**src/rtl/reg_list_seq.sv**
```systemverilog
// reg_list_seq
//   Register-list walker for block transfers (LDM/STM-style). On start it
//   latches a register list and direction, then issues every set bit's
//   register index, one per accepted beat, through a valid/ready handshake.
//   Lists of any population are covered, including the empty list.
//
//   state | meaning
//   ------+---------------------------------------------------------
//   IDLE  | waiting for start; list, direction and popcount latched on start
//   RUN   | beat presented on reg_idx/beat_num/last, advances on handshake
//   FIN   | one-cycle done pulse, busy still high, then back to IDLE
//
// Ports
//   clk        in   clock, all logic on rising edge
//   rst        in   synchronous active-high reset
//   start      in   request a new walk (sampled only in IDLE)
//   reg_list   in   register list, sampled with start
//   desc       in   0: lowest index first, 1: highest index first
//   busy       out  from the cycle after an accepted start through done
//   idx_valid  out  current beat valid
//   idx_ready  in   consumer accepts beat when idx_valid & idx_ready
//   reg_idx    out  register index of current beat
//   beat_num   out  0-based ordinal of current beat
//   last       out  current beat is the final one
//   total_cnt  out  popcount of the latched list
//   done       out  one-cycle pulse at walk completion
module reg_list_seq #(
    parameter int LIST_W = 16,
    parameter int IDX_W  = 4,
    parameter int CNT_W  = 5
) (
    input  logic              clk,
    input  logic              rst,
    input  logic              start,
    input  logic [LIST_W-1:0] reg_list,
    input  logic              desc,
    output logic              busy,
    output logic              idx_valid,
    input  logic              idx_ready,
    output logic [IDX_W-1:0]  reg_idx,
    output logic [CNT_W-1:0]  beat_num,
    output logic              last,
    output logic [CNT_W-1:0]  total_cnt,
    output logic              done
);

    typedef enum logic [1:0] {
        S_IDLE = 2'd0,
        S_RUN  = 2'd1,
        S_FIN  = 2'd2
    } state_t;

    state_t            state;
    logic [LIST_W-1:0] mask;
    logic              dir;

    // Priority select: lowest set bit when d=0, highest set bit when d=1.
    // The loop order lets the last matching assignment win.
    function automatic logic [IDX_W-1:0] pick_idx(input logic [LIST_W-1:0] m,
                                                  input logic d);
        logic [IDX_W-1:0] r;
        r = '0;
        if (d) begin
            for (int i = 0; i < LIST_W; i++)
                if (m[i]) r = IDX_W'(i);
        end else begin
            for (int i = LIST_W - 1; i >= 0; i--)
                if (m[i]) r = IDX_W'(i);
        end
        return r;
    endfunction

    function automatic logic [CNT_W-1:0] pop_cnt(input logic [LIST_W-1:0] m);
        logic [CNT_W-1:0] c;
        c = '0;
        for (int i = 0; i < LIST_W; i++)
            c = c + CNT_W'(m[i]);
        return c;
    endfunction

    function automatic logic single_bit(input logic [LIST_W-1:0] m);
        return (m != '0) && ((m & (m - LIST_W'(1))) == '0);
    endfunction

    logic              handshake;
    logic [LIST_W-1:0] mask_clr;
    logic [IDX_W-1:0]  next_idx;
    logic              next_last;
    logic [IDX_W-1:0]  first_idx;
    logic              first_last;
    logic [CNT_W-1:0]  list_cnt;

    assign handshake  = idx_valid & idx_ready;
    // reg_idx always names the beat being offered, so it is the bit to retire.
    assign mask_clr   = mask & ~(LIST_W'(1) << reg_idx);
    assign next_idx   = pick_idx(mask_clr, dir);
    assign next_last  = single_bit(mask_clr);
    assign first_idx  = pick_idx(reg_list, desc);
    assign first_last = single_bit(reg_list);
    assign list_cnt   = pop_cnt(reg_list);

    // Outputs are registered; the next beat's index/last are precomputed from
    // the mask with the current bit cleared so they appear right after the edge.
    always_ff @(posedge clk) begin
        if (rst) begin
            state     <= S_IDLE;
            mask      <= '0;
            dir       <= 1'b0;
            busy      <= 1'b0;
            idx_valid <= 1'b0;
            reg_idx   <= '0;
            beat_num  <= '0;
            last      <= 1'b0;
            total_cnt <= '0;
            done      <= 1'b0;
        end else begin
            case (state)
                S_IDLE: begin
                    done <= 1'b0;
                    if (start) begin
                        mask      <= reg_list;
                        dir       <= desc;
                        total_cnt <= list_cnt;
                        beat_num  <= '0;
                        busy      <= 1'b1;
                        reg_idx   <= first_idx;
                        last      <= first_last;
                        if (reg_list != '0) begin
                            idx_valid <= 1'b1;
                            state     <= S_RUN;
                        end else begin
                            idx_valid <= 1'b0;
                            done      <= 1'b1;
                            state     <= S_FIN;
                        end
                    end
                end
                S_RUN: begin
                    if (handshake) begin
                        mask     <= mask_clr;
                        beat_num <= beat_num + CNT_W'(1);
                        if (last) begin
                            idx_valid <= 1'b0;
                            last      <= 1'b0;
                            done      <= 1'b1;
                            state     <= S_FIN;
                        end else begin
                            reg_idx <= next_idx;
                            last    <= next_last;
                        end
                    end
                end
                S_FIN: begin
                    done  <= 1'b0;
                    busy  <= 1'b0;
                    state <= S_IDLE;
                end
                default: begin
                    state     <= S_IDLE;
                    busy      <= 1'b0;
                    idx_valid <= 1'b0;
                    done      <= 1'b0;
                end
            endcase
        end
    end

endmodule

```
**config.mk**
```make
export PLATFORM = sky130hd
export DESIGN_NAME = reg_list_seq
export DESIGN_NICKNAME = d
export VERILOG_FILES = /design/src/rtl/reg_list_seq.sv
export SDC_FILE = /design/constraint.sdc
export NUM_CORES = 1
export LEC_CHECK = 0
export BUFFER_PORTS_ARGS = -buffer_cell sky130_fd_sc_hd__buf_2
export CAP_MARGIN = 20
export CORE_MARGIN = 2
export CORE_UTILIZATION = 50
export DETAILED_ROUTE_END_ITERATION = 7
export GPL_TIMING_DRIVEN = 0
export HOLD_SLACK_MARGIN = 0.08
export PLACE_DENSITY = 0.8
export SLEW_MARGIN = 20
export SYNTH_ARGS = -nofsm -noshare
export SYNTH_HDL_FRONTEND = slang
export SYNTH_SLANG_ARGS = --single-unit
```
**constraint.sdc**
```tcl
create_clock -name clk -period 5.7 [get_ports clk]
set_input_delay 0.855 -clock clk [delete_from_list [all_inputs] [get_ports clk]]
set_output_delay 0.855 -clock clk [all_outputs]
set_load 0.01 [all_outputs]
```
==> summary.txt <==
Status
  – Status: finished clean

Clock tree
  – Post-CTS setup buffers: 0
  – Clock Latency Late Sink: between 0.2 and 0.3 ns
  – TritonCTS buffer count: 5
  – CTS clk-pin slew, worst paths: about 0.07 ns
  – Htree depth: 2
  – Clk sink count: 37
  – Root Buffer: clkbuf_8
  – Max Root-Sink Buffers: 2
  – Post-CTS resize count: 0
  – CTS hold repair buffers: 0
  – TritonCTS clock tree: built

Yosys
  – Post-synth net total: approximately 480
  – Register bit total from synthesis: 37
  – Main synth FF type: dfxtp_1
  – Cell area after synthesis: about 3200 um2
  – Area leader, netlist: dfxtp_1
  – Fraction of registers with async set/reset: 0%
  – Mapped Avg Cell Area: between 7 and 8 um2
  – Number of flops mapped to enable cells by yosys: 0
  – Yosys top cell area share: between 20% and 30%
  – Area contributors post-synth: dfxtp_1 23%, a21oi_1 7.8%, nor2_1 6.8%, fa_1 6.2%, o21ai_0 4.7%
  – Register area share after synthesis: 23.0%
  – Synth cell types: 58
  – Yosys warnings: 0
  – Synth Instances: roughly 440

Power and ir drop
  – Sequential Power Share: approximately 33%
  – Clk pwr share: about a quarter
  – Psw: between 0.0003 and 0.0004 W
  – Comb pwr share: 43.9%
  – Sw frac: between 30 and 40%
  – VDD IR max: approximately 250 uV
  – Tot Pwr: around 0.00094 W
  – Int Power: 0.000579 W
  – Power density over the cells: 263 nW/um2
  – Static Leak: ~1.4 nW

Setup path
  – CP Data Arrival Time: around 4.5 ns
  – Critical Path Fanout Max: 9
  – Setup slack, reg-to-reg: around 2.8 ns
  – Reg2Reg Depth: 9
  – CP max stage cell: fa_1
  – CP Class: primary input to flip-flop
  – Critical path cell sequence: clkbuf_1 -> inv_1 -> fa_1 -> fa_1 -> fa_1 -> fa_1 -> inv_1 -> ha_1 -> inv_1 -> fa_1 -> xnor2_1 -> nand2_1 -> a21oi_1
  – Crit path capture type: flip-flop
  – Delay-heaviest family, CP: adder cells
  – Crit path from: reg_list[5]
  – CP Buf/Inv Count: 4
  – WP data required: between 5 and 6 ns
  – Most frequent CP cell: fa_1
  – Critical path depth: 13
  – Worst R2R End: last$_SDFFE_PP0P_
  – R2R Path Start: reg_idx[0]$_SDFFE_PP0P_
  – Worst Setup Start Kind: primary input
  – Crit path to: total_cnt[2]$_SDFFE_PP0P_
  – Slowest stage delay, CP: 0.58 ns

Cells and area
  – Final net count: 516
  – N_diodes: 0
  – Fin area: approximately 3600 um2
  – Reg area: 741 um2
  – Synthesis-to-layout area growth: 11.5%
  – # fillers: roughly 610
  – Multi-input gate area: about 2300 um2
  – Layout Utilization: 57.2%
  – Fraction of layout cells with a size suffix above 1: between 10% and 20%

Floorplan
  – Io pins: 39
  – Starting Density: between 50% and 60%
  – Row Count: 29
  – Die width: between 80 and 90 um
  – Core ar.: approximately 6300 um2
  – Die area: approximately 7100 um2
  – Die height: 84.2 um

Routing
  – Detailed Route WL: 10300 um
  – Vias per cell: approximately 6.6
  – Post-DRT Antenna Nets: 0
  – First drt pass iteration count: 5
  – DRT iter0 DRCs: 430
  – DRC Markers: 0
  – WL per Instance: 18.5 um
  – Vias: around 3700

Global routing
  – Gr ovfl total: 0
  – GR Layer Usage met2: a little under half
  – Largest net degree at the start of global routing: 12
  – Vias in the first global route: 3353
  – Met3 GRT Util: under 10%
  – All-Layer GR Usage: between 20% and 30%
  – Busiest grt layer: met2
  – Met1 Resource Use GR: just under 40%
  – Initial antenna violation count: 0
  – First-pass GRT wire length: 16700 um

Place
  – Post-DP HPWL: around 7800 um
  – Area post-placement: approximately 3500 um2
  – Port Buf Inserts: 34
  – Gp weighted congestion: 0.980
  – Pre-CTS WS: about 1.1 ns

STA
  – Post-route setup slack: 1.39 ns
  – RSZ-0062 raised after global routing: false
  – Slew @ Worst Pin: roughly 0.63 ns
  – Slew Viols, Final: 0
  – Final min period: about 4.3 ns
  – Slew Limit Headroom: between 50% and 60%
  – Final Hold Viols: 0
  – Skew final: ~0.0027 ns
  – Max frequency: ~230 MHz
  – Period utilization: around 76%
  – Final setup vio count: 0
  – Setup total negative slack: 0 ns

Hold path
  – Hold Path Stages: 2
  – Hold WC Path Type: flip-flop to flip-flop

Job
  – Max Cap Viol: 0
synthesized netlist by cell type, types with 4 or more instances:
library cell  number
a21oi_1           50
and3_1             6
nor3_1             7
nand2b_1           6
o22ai_1            7
o21a_1             6
o21ai_0           30
clkbuf_1          24
ha_1               8
o221ai_1           5
fa_1              10
inv_1             28
nand2_1           31
a211oi_1          15
o211ai_1           6
nand3_1            7
nor2_1            58
a31oi_1            5
dfxtp_1           37
nor4_1             6
a22oi_1            5
o22a_1             5
a21boi_0           4
o31ai_1            4
mux2_2             6
layout make-up:
class,instances,area share (%)
Clock inverter,2,0.976
Inverter,28,2.93
Clock buffer,5,1.92
Tap cell,77,2.68
Sequential cell,37,20.6
Timing Repair Buffer,34,4.74
Buffer,28,3.21
Multi-Input combinational cell,343,62.9
stage by stage:
step | instances | hold WS [ns]
floorplan | 436 | 0.476
global placement | 547 | 0.442
detailed placement | 547 | 0.445
CTS | 554 | 0.457
global route | 554 | 0.486
finish | 554 | 0.456
power by group through the flow:
| stage | combinational, W | sequential [W] | clock, W |
|---|---|---|---|
| global placement | 0.000396 | 0.000311 | 0 |
| CTS | 0.000409 | 0.000306 | 0.000223 |
| floorplan | 0.000293 | 0.000312 | 0 |
| detailed placement | 0.000408 | 0.000311 | 0 |
| global route | 0.000468 | 0.000310 | 0.000232 |
| finish | 0.000414 | 0.000307 | 0.000222 |
cells in the final DEF, fill, tap and decap left out, types with 4 or more instances in the layout:
cell type	instances
nor2_1	58
a21oi_1	50
dfxtp_1	37
buf_2	36
nand2_1	31
o21ai_0	30
inv_1	28
clkbuf_1	24
a211oi_1	15
fa_1	10
ha_1	8
nand3_1	7
nor3_1	7
o22ai_1	7
and3_1	6
o211ai_1	6
nor4_1	6
nand2b_1	6
o21a_1	6
mux2_2	6
o22a_1	5
a22oi_1	5
a31oi_1	5
o221ai_1	5
clkbuf_8	5
a21boi_0	4
o31ai_1	4
sequential cells by signal, indices dropped and copies added (netlist names), 2 cells and up:
signal     cells
total_cnt      5
beat_num       5
reg_idx        4
mask          16
state          2
per-layer routing:
| metal | vias to the layer above | routed length [um] |
|---|---|---|
| met5 | - | 0 |
| met1 | 1715 | 4220 |
| met2 | 232 | 4780 |
| met4 | 0 | 292 |
| met3 | 38 | 963 |
| li1 | 1688 | - |
cell families (layout without fill, tap and decap cells):
logic type                 after synthesis  after routing  synth area share [%]
xor gates and xnor gates                 6              6                  1.63
AOI/OAI and AO/OA                      171            171                  35.6
adders and majority gates               19             19                  9.64
buffers and inverters                   56             97                  6.84
muxes                                    8              8                  2.88
and+or+nand+nor                        139            139                  20.4
DFF                                     37             37                  23.0
worst min path at each step:
| stage | start | to | slack (ns) |
|---|---|---|---|
| 6_report | total_cnt[3]$_SDFFE_PP0P_ | total_cnt[3]$_SDFFE_PP0P_ | 0.46 |
| 5_1_grt | total_cnt[0]$_SDFFE_PP0P_ | total_cnt[0]$_SDFFE_PP0P_ | 0.49 |
| 4_1_cts | total_cnt[3]$_SDFFE_PP0P_ | total_cnt[3]$_SDFFE_PP0P_ | 0.46 |
| 3_5_place_dp | total_cnt[3]$_SDFFE_PP0P_ | total_cnt[3]$_SDFFE_PP0P_ | 0.44 |
| 3_3_place_gp | total_cnt[3]$_SDFFE_PP0P_ | total_cnt[3]$_SDFFE_PP0P_ | 0.44 |
| 2_1_floorplan | total_cnt[2]$_SDFFE_PP0P_ | total_cnt[2]$_SDFFE_PP0P_ | 0.48 |
worst min-delay path, delay by kind of cell (launching register included):
family	cells	cell delay, ns
AOI/OAI and AO/OA	1	0.05
DFF	1	0.31
and+or+nand+nor	1	0.05
No activity file was read; power rests on OpenSTA's default activity.
